File: config.mk
export PLATFORM = sky130hd
export DESIGN_NAME = input_loader
export DESIGN_NICKNAME = d
export VERILOG_FILES = /design/src/rtl/bilstm_pkg.sv /design/src/rtl/input_index_counter.sv /design/src/rtl/input_loader.sv
export SDC_FILE = /design/constraint.sdc
export NUM_CORES = 1
export LEC_CHECK = 0
export CORE_MARGIN = 5
export CORE_UTILIZATION = 35
export CTS_CLUSTER_DIAMETER = 60
export DETAILED_ROUTE_END_ITERATION = 12
export HOLD_SLACK_MARGIN = 0.15
export PLACE_DENSITY = 0.68
export REMOVE_ABC_BUFFERS = 1
export SLEW_MARGIN = 0
export SYNTH_ARGS = -nofsm -noshare
export SYNTH_HDL_FRONTEND = slang
export SYNTH_SLANG_ARGS = --single-unit
File: constraint.sdc
create_clock -name clk -period 3.6 [get_ports clk]
set_input_delay 1.08 -clock clk [delete_from_list [all_inputs] [get_ports clk]]
set_output_delay 1.08 -clock clk [all_outputs]
set_load 0.005 [all_outputs]
File: src/rtl/bilstm_pkg.sv
// Constants and loader state type shared by the BiLSTM input path.
// input_memory address arithmetic uses the same constants.
package bilstm_pkg;
  localparam int DATA_WIDTH          = 16;
  localparam int INPUTS_PER_TIMESTEP = 6;
  localparam int SEQ_LEN             = 10;
  localparam int MEM_DEPTH           = SEQ_LEN * INPUTS_PER_TIMESTEP;
  localparam int ADDR_WIDTH          = $clog2(MEM_DEPTH);

  typedef enum logic [0:0] {
    LOAD = 1'b0,
    FULL = 1'b1
  } loader_state_t;
endpackage

File: src/rtl/input_index_counter.sv
// Element/timestep index pair for input_memory writes.
// The address is step*INPUTS_PER_TIMESTEP + elem.
module input_index_counter #(
  parameter int SEQ_LEN             = bilstm_pkg::SEQ_LEN,
  parameter int INPUTS_PER_TIMESTEP = bilstm_pkg::INPUTS_PER_TIMESTEP,
  parameter int ADDR_WIDTH          = bilstm_pkg::ADDR_WIDTH
) (
  input  logic                  clk,
  input  logic                  rst_n,
  input  logic                  i_clear,
  input  logic                  i_advance,
  output logic [ADDR_WIDTH-1:0] o_addr,
  output logic                  o_wrap,
  output logic                  o_final
);
  import bilstm_pkg::*;

  localparam int ELEM_W = (INPUTS_PER_TIMESTEP > 1) ? $clog2(INPUTS_PER_TIMESTEP) : 1;
  localparam int STEP_W = (SEQ_LEN > 1) ? $clog2(SEQ_LEN) : 1;

  logic [ELEM_W-1:0] r_elem;
  logic [STEP_W-1:0] r_step;

  assign o_wrap  = (r_elem == ELEM_W'(INPUTS_PER_TIMESTEP - 1));
  assign o_final = o_wrap && (r_step == STEP_W'(SEQ_LEN - 1));
  assign o_addr  = ADDR_WIDTH'(r_step) * ADDR_WIDTH'(INPUTS_PER_TIMESTEP) + ADDR_WIDTH'(r_elem);

  always_ff @(posedge clk) begin
    if (!rst_n || i_clear) begin
      r_elem <= '0;
      r_step <= '0;
    end else if (i_advance) begin
      if (o_wrap) begin
        r_elem <= '0;
        r_step <= r_step + STEP_W'(1);
      end else begin
        r_elem <= r_elem + ELEM_W'(1);
      end
    end
  end
endmodule

File: src/rtl/input_loader.sv
// Write-side feeder for input_memory: streams samples in order, reports
// readable timesteps and holds the frame until the BiLSTM releases it.
//
// state | meaning
// LOAD  | accepting samples (s_ready=1)
// FULL  | frame complete, waiting for frame_release (s_ready=0)
module input_loader #(
  parameter int DATA_WIDTH          = bilstm_pkg::DATA_WIDTH,
  parameter int ADDR_WIDTH          = bilstm_pkg::ADDR_WIDTH,
  parameter int SEQ_LEN             = bilstm_pkg::SEQ_LEN,
  parameter int INPUTS_PER_TIMESTEP = bilstm_pkg::INPUTS_PER_TIMESTEP
) (
  input  logic                  clk,
  input  logic                  rst_n,
  input  logic                  s_valid,
  output logic                  s_ready,
  input  logic [DATA_WIDTH-1:0] s_data,
  input  logic                  s_last,
  input  logic                  frame_release,
  input  logic                  flush,
  output logic                  write_enable,
  output logic [ADDR_WIDTH-1:0] write_address,
  output logic [DATA_WIDTH-1:0] write_data,
  output logic [3:0]            steps_loaded,
  output logic                  frame_ready,
  output logic                  frame_error
);
  import bilstm_pkg::*;

  loader_state_t         r_state;
  loader_state_t         w_next_state;
  logic                  r_s_ready;
  logic                  r_we;
  logic [ADDR_WIDTH-1:0] r_addr;
  logic [DATA_WIDTH-1:0] r_data;
  logic [3:0]            r_steps;
  logic                  r_frame_ready;
  logic                  r_frame_error;
  logic                  r_wrap_d;
  logic                  r_final_d;

  logic                  w_accept;
  logic                  w_beat;
  logic                  w_wrap;
  logic                  w_final;
  logic                  w_early_last;
  logic                  w_release;
  logic                  w_clear;
  logic [ADDR_WIDTH-1:0] w_addr;

  // A beat accepted together with flush is consumed but never written.
  assign w_accept     = s_valid && r_s_ready;
  assign w_beat       = w_accept && !flush;
  assign w_early_last = w_beat && s_last && !w_final;
  assign w_release    = frame_release && !flush && (r_state == FULL);
  assign w_clear      = flush || w_release || w_early_last || (w_beat && w_final);

  input_index_counter #(
    .SEQ_LEN            (SEQ_LEN),
    .INPUTS_PER_TIMESTEP(INPUTS_PER_TIMESTEP),
    .ADDR_WIDTH         (ADDR_WIDTH)
  ) u_index (
    .clk      (clk),
    .rst_n    (rst_n),
    .i_clear  (w_clear),
    .i_advance(w_beat),
    .o_addr   (w_addr),
    .o_wrap   (w_wrap),
    .o_final  (w_final)
  );

  always_comb begin
    w_next_state = r_state;
    if (flush || w_release) begin
      w_next_state = LOAD;
    end else if (w_beat && w_final) begin
      w_next_state = FULL;
    end
  end

  // Step/frame status lags the write by one more cycle so it only
  // advertises data that input_memory has already captured.
  always_ff @(posedge clk) begin
    if (!rst_n) begin
      r_state       <= LOAD;
      r_s_ready     <= 1'b0;
      r_we          <= 1'b0;
      r_addr        <= '0;
      r_data        <= '0;
      r_steps       <= '0;
      r_frame_ready <= 1'b0;
      r_frame_error <= 1'b0;
      r_wrap_d      <= 1'b0;
      r_final_d     <= 1'b0;
    end else begin
      r_state   <= w_next_state;
      r_s_ready <= (w_next_state == LOAD);
      r_we      <= w_beat;
      if (w_beat) begin
        r_addr <= w_addr;
        r_data <= s_data;
      end
      r_wrap_d  <= w_beat && w_wrap && !w_early_last;
      r_final_d <= w_beat && w_final;

      if (flush || w_release || w_early_last) begin
        r_steps <= '0;
      end else if (r_wrap_d) begin
        r_steps <= r_steps + 4'd1;
      end

      if (flush || w_release) begin
        r_frame_ready <= 1'b0;
      end else if (r_final_d) begin
        r_frame_ready <= 1'b1;
      end

      if (flush) begin
        r_frame_error <= 1'b0;
      end else if (w_early_last || (w_beat && w_final && !s_last)) begin
        r_frame_error <= 1'b1;
      end
    end
  end

  assign s_ready       = r_s_ready;
  assign write_enable  = r_we;
  assign write_address = r_addr;
  assign write_data    = r_data;
  assign steps_loaded  = r_steps;
  assign frame_ready   = r_frame_ready;
  assign frame_error   = r_frame_error;
endmodule

==> flow_summary.ini, run 1 <==
[status]
outcome = complete, no violations

[clocking]
cts_setup_buffers = 0
clk_pin_slew_ns = 0.07
cts_buffer_depth = 2
clk-insertion-delay-late_ns = 0.29
cts_made_buffers = 5
hold_buffers = 0
cts_tree = done
ctsResizeCount = 0
h-tree-depth = 2
cts_sinks = 40
cts_root_buffer = clkbuf_8

[die]
rows = 25
ios = 52
chipHeight_um = 79.3
start_util_pct = 35.8
die-area_mm2 = 0.00628
floorplan.core_area_mm2 = 0.00469
fp.dieW_um = 79.3

[min_path]
hold_path_end = write_data[2]
worstHoldPathCells = 2
min_path_type = reg -> reg
hp-start = write_data[2]

[timing]
hold_viol = 0
max_freq_ghz = 0.411
holdWs_ns = 0.454
min_period_ns = 2.44
fin_crit_sh_pct = 67.7
slew_violations = 0
fin_tns_setup_ns = 0
slew_headroom_pct = 53.0
worstMarginPinSlew_ns = 0.704
rsz0062_at_grt = no
finalClockSkew_ns = 0.00598
finalSetupViolations = 0

[synth]
synth_seq_cells = 40
syn_avg_cell_area_um2 = 8.79
syn-cell-area_mm2 = 0.00168
ys_async_sr_fraction_pct = 0
ys.flop_type = dfxtp_1
synth-edff-count = 0
yosysSeqAreaShare_pct = 47.7
synth_warnings = 0
syn_inst = 191
synth.distinct_cells = 33

[global_routing]
overflow = 0
grt_pass1_vias = 1299
globalRouteTotalUtil_pct = 11.9
antenna_found_initial = 0
grt_max_degree = 23
grt_pass1_wl_mm = 5.77

[drt]
ant_nets = 0
viasPerCell = 4.78
vias = 1425
first_pass_iters = 4
avgRoutedWirePerCell_um = 12.0
drt_iter0_drc = 60
drt-total-wl_mm = 3.58
drc = 0

[setup_path]
reg2reg_from = u_index.r_step[0]
worst-path-buf-inv = 1
worstPathArrival_ns = 2.62
critPathLaunch = s_valid
path_cells = clkdlybuf4s50_1, and3b_1, o21ai_0, a32oi_1, nor2_1
timing.rr.end = write_address[5]
reg2reg_slack_ns = 1.54
crit_slowest_cell = and3b_1
startpoint_type = input port
critical_path_class = in -> reg
crit_required_ns = 3.78
crit_path_end_kind = flip-flop
max_stage_delay_ns = 0.55
r2r_cells = 6
cpLargestDelayFamily = simple AND/OR/NAND/NOR gates
cp_max_fo = 17

[cells_and_area]
fill_cells = 463
drive_gt1_share_pct = 5.33
layout.nets = 275
diodes = 0
design_area_mm2 = 0.00233
areaGrowthSynthToFinish_pct = 38.6

[placement]
dpl_cell_area_mm2 = 0.00223
io_buffers = 51
dp_hpwl_mm = 2.60
place_congestion = 0.817

[flow_run]
maxCapViolCount = 0

[power_and_ir_drop]
power_leakage_nw = 0.871
power_mw = 0.826
pwr_density_cell_mw_per_mm2 = 355
irDropWorstVdd_uv = 133
[worst register-to-register path, stage by stage, from the launching register on]
cell and delay, ns:
dfxtp_1 0.36, ha_1 0.26, fa_1 0.39, xnor2_1 0.25
nand3_1 0.14, xnor3_1 0.36, o21ba_2 0.20
[power by group]
part           leakage [nW]  internal, mW  switching (mW)
Sequential            0.324         0.451         0.00478
Clock                0.0510         0.153           0.146
Combinational         0.495        0.0429          0.0292
[metrics by stage]
stage | cells | util [%] | worst slack (ns)
floorplan | 183 | - | 1.18
global placement | 290 | 47.6 | 0.886
detailed placement | 290 | 47.6 | 0.862
CTS | 298 | 49.6 | 1.18
global route | 298 | 49.6 | 1.06
finish | 298 | 49.6 | 1.16
[kinds of logic (layout without fill, tap and decap cells)]
kind of cell,count (synthesis),after routing,synth area share [%]
AO/OA/AOI/OAI,41,41,14.0
XOR/XNOR,10,10,6.04
adder cells (fa/ha/maj),10,10,8.35
buffers and inverters,13,66,3.35
flip-flops,40,40,47.7
multiplexers,1,1,0.596
AND/OR/NAND/NOR,76,76,20.0
[worst max-delay path by stage]
stage,cells after the start,to,slack [ns]
after floorplan,4,s_ready,1.18
after global placement,5,u_index.r_elem[2],0.89
after detailed placement,5,u_index.r_elem[2],0.86
after CTS,5,u_index.r_elem[2],1.18
after global routing,5,write_data[12],1.06
final,5,u_index.r_elem[2],1.16
[layout make-up]
type	instances	area (µm²)	area share (%)
multi-input cells	138	822	35.3
flip-flops and latches	40	801	34.4
repair buffers	53	526	22.6
clock buffers	6	82.6	3.55
well taps	54	67.6	2.90
inverters	5	18.8	0.806
clock inverters	2	10.0	0.430
[layer usage]
layer  up-vias  GRT usage (%)  part of all wire [%]
met5         -              0                     0
met3         7           4.88                   6.9
li1        746              -                     -
met4         0           5.15                   1.8
met1       641           13.3                    45
met2        31           19.6                    47
[sequential cells by signal, indices dropped and copies added, names as in the netlist]
name and count:
write_data 16, write_address 6, r_wrap_d 1, frame_ready 1
r_final_d 1, write_enable 1, s_ready 1, steps_loaded 4
u_index.r_elem 3, r_state 1, u_index.r_step 4, frame_error 1
[layout by cell type, fill, tap and decap left out, drive strengths merged, types with 2 or more instances in the layout]
cell and instances:
nor2 17, nand3 2, nand4 2, a211oi 3, nand3b 3, dfxtp 40
nor4 2, ha 8, o21ba 2, a21oi 26, o21ai 5, clkbuf 6
buf 2, clkdlybuf4s50 51, xor2 3, inv 5, xnor2 6, fa 2
and3b 2, nor3 2, nand2 42, clkinv 2
[synthesized netlist by cell type, types with 2 or more instances]
cell	n	area, µm²
a211oi_1	3	22.5
a21oi_1	26	130
and3b_1	2	17.5
buf_2	6	30.0
clkbuf_1	2	7.51
dfxtp_1	40	801
fa_1	2	40.0
ha_1	8	100
inv_1	5	18.8
nand2_1	42	158
nand3_1	2	10.0
nand3b_1	2	15.0
nand4_1	2	12.5
nor2_1	17	63.8
nor3_1	2	10.0
nor4_1	2	12.5
o21ai_0	2	10.0
o21ai_1	3	15.0
o21ba_2	2	20.0
xnor2_1	6	52.6
xor2_1	3	26.3
No activity file was read; power rests on OpenSTA's default activity.
==> run 2, diff against run 1 <==
Settings changed: PLACE_DENSITY 0.68 to 0.7.
Clock period 3.6 ns to 2.2 ns, I/O delays scaled along.
==> flow_summary.ini, run 2 (synthesis gave the netlist of run 1 again) <==
[status]
outcome = complete, no violations

[clocking]
clk-insertion-delay-late_ns = 0.29
cts_root_buffer = clkbuf_8
cts_buffer_depth = 2
cts_tree = done
cts_made_buffers = 5
clk_pin_slew_ns = 0.07
cts_sinks = 40
h-tree-depth = 2
hold_buffers = 0

[placement]
dp.cells = 293
dpl_cell_area_mm2 = 0.00226
dp_hpwl_mm = 2.65
place_congestion = 0.761
io_buffers = 51

[global_routing]
grt_pass1_wl_mm = 5.78
antenna_found_initial = 0
overflow = 0
globalRouteTotalUtil_pct = 11.4
grt_pass1_vias = 1317
grt_max_degree = 23

[cells_and_area]
final_cell_mix = clkdlybuf4s50_1 (51), nand2_1 (42), dfxtp_1 (39)
design_area_mm2 = 0.00237
diodes = 0
multiInputGateArea_um2 = 822
drive_gt1_share_pct = 6.88
fin_cells = 301
areaGrowthSynthToFinish_pct = 41.1
layout.nets = 278
layout_commonest_cell = clkdlybuf4s50_1
fill_cells = 464
seq_area_um2 = 802
utilization_pct = 50.5
largest_reg_flops = 16

[drt]
first_pass_iters = 4
wl_met1_mm = 1.61
drc = 0
avgRoutedWirePerCell_um = 11.5
viasPerCell = 4.67
drt-total-wl_mm = 3.46
drt_iter0_drc = 40
top_layer = met4
ant_nets = 0
met3_length_um = 192
vias = 1407
met2WireLength_mm = 1.63

[setup_path]
reg2reg_slack_ns = 0.13
startpoint_type = flip-flop
crit_required_ns = 2.38
path_depth = 6
crit_path_end_kind = flip-flop
critical_path_class = reg -> reg
r2r_cells = 6
crit_slowest_cell = dfxtp_1
cp_max_fo = 5
cpLargestDelayFamily = adder cells
path_cells = ha_1, fa_1, xnor2_1, nand3_1, xnor3_1, o21ba_2
worstPathArrival_ns = 2.25
worst-path-buf-inv = 0
max_stage_delay_ns = 0.38

[die]
start_util_pct = 35.8
fp.dieW_um = 79.3
floorplan.core_area_mm2 = 0.00469
die-area_mm2 = 0.00628
chipHeight_um = 79.3
ios = 52
rows = 25

[power_and_ir_drop]
pwr_density_cell_mw_per_mm2 = 610
power_mw = 1.45
irDropWorstVdd_uv = 340
power_leakage_nw = 0.889

[min_path]
min_path_type = reg -> reg
worstHoldPathCells = 2

[timing]
fin_crit_sh_pct = 94.0
hold_viol = 0
min_period_ns = 2.07
slew_violations = 0
finalClockSkew_ns = 0.00505
fin_tns_setup_ns = 0
worstMarginPinSlew_ns = 0.305
slew_headroom_pct = 79.5
finalSetupViolations = 0
max_freq_ghz = 0.484
rsz0062_at_grt = no

[flow_run]
maxCapViolCount = 0
run 2: changes by cell type in the layout (fill, tap and decap cells not counted):
cell and delta:
clkbuf_8 -1, clkinvlp_4 +1, clkinv_2 -1, dfxtp_2 +1, dfxtp_1 -1, bufinv_16 +1
buf_4 +3
run 2: final timing paths:
path,end,from
setup reg to reg,write_address[5],u_index.r_step[0]
setup / recovery,write_address[5],u_index.r_step[0]
hold / removal,write_address[2],write_address[2]
hold reg to reg,write_address[2],write_address[2]
run 2: routing by layer:
metal  vias to the layer above  global-route usage, %
met5                         -                      0
met4                         0                   2.58
met3                         3                   3.74
met2                        31                   19.4
met1                       625                   14.1
li1                        748                      -
run 2: timing repair:
action / CTS / global route
buffers inserted: 0 / 0
gates resized for setup: 0 / 1
endpoints found under the hold margin: 0 / 0
endpoints found under the setup margin: 0 / 1
run 2: final cells by class:
cell class / count / area share (%)
Clock buffer: 5 / 2.90
Clock inverter: 3 / 1.80
Inverter: 5 / 0.792
Multi-Input combinational cell: 138 / 34.7
Sequential cell: 40 / 33.8
Tap cell: 54 / 2.85
Timing Repair Buffer: 56 / 23.1
run 2: through the flow:
stage | hold slack, ns | setup slack [ns]
floorplan | 0.411 | 0.204
global placement | 0.415 | 0.128
detailed placement | 0.447 | 0.0800
CTS | 0.457 | 0.122
global route | 0.475 | 0.0229
finish | 0.455 | 0.132
run 2: power by group:
group | internal [mW] | switching [mW] | leakage (nW)
combinational | 0.0730 | 0.0476 | 0.510
sequential | 0.738 | 0.00740 | 0.325
clock | 0.335 | 0.245 | 0.0541
run 2: tightest hold or removal path: stages, from the launching register on:
cell and delay (ns):
dfxtp_1 0.31, nand2_1 0.05, a21oi_1 0.05
==> run 3, diff against run 2 <==
Settings changed: CTS_BUF_LIST from default to sky130_fd_sc_hd__clkbuf_8.
==> results of run 3 <==
The final DEF is identical to that of run 2; final timing and power are the same.
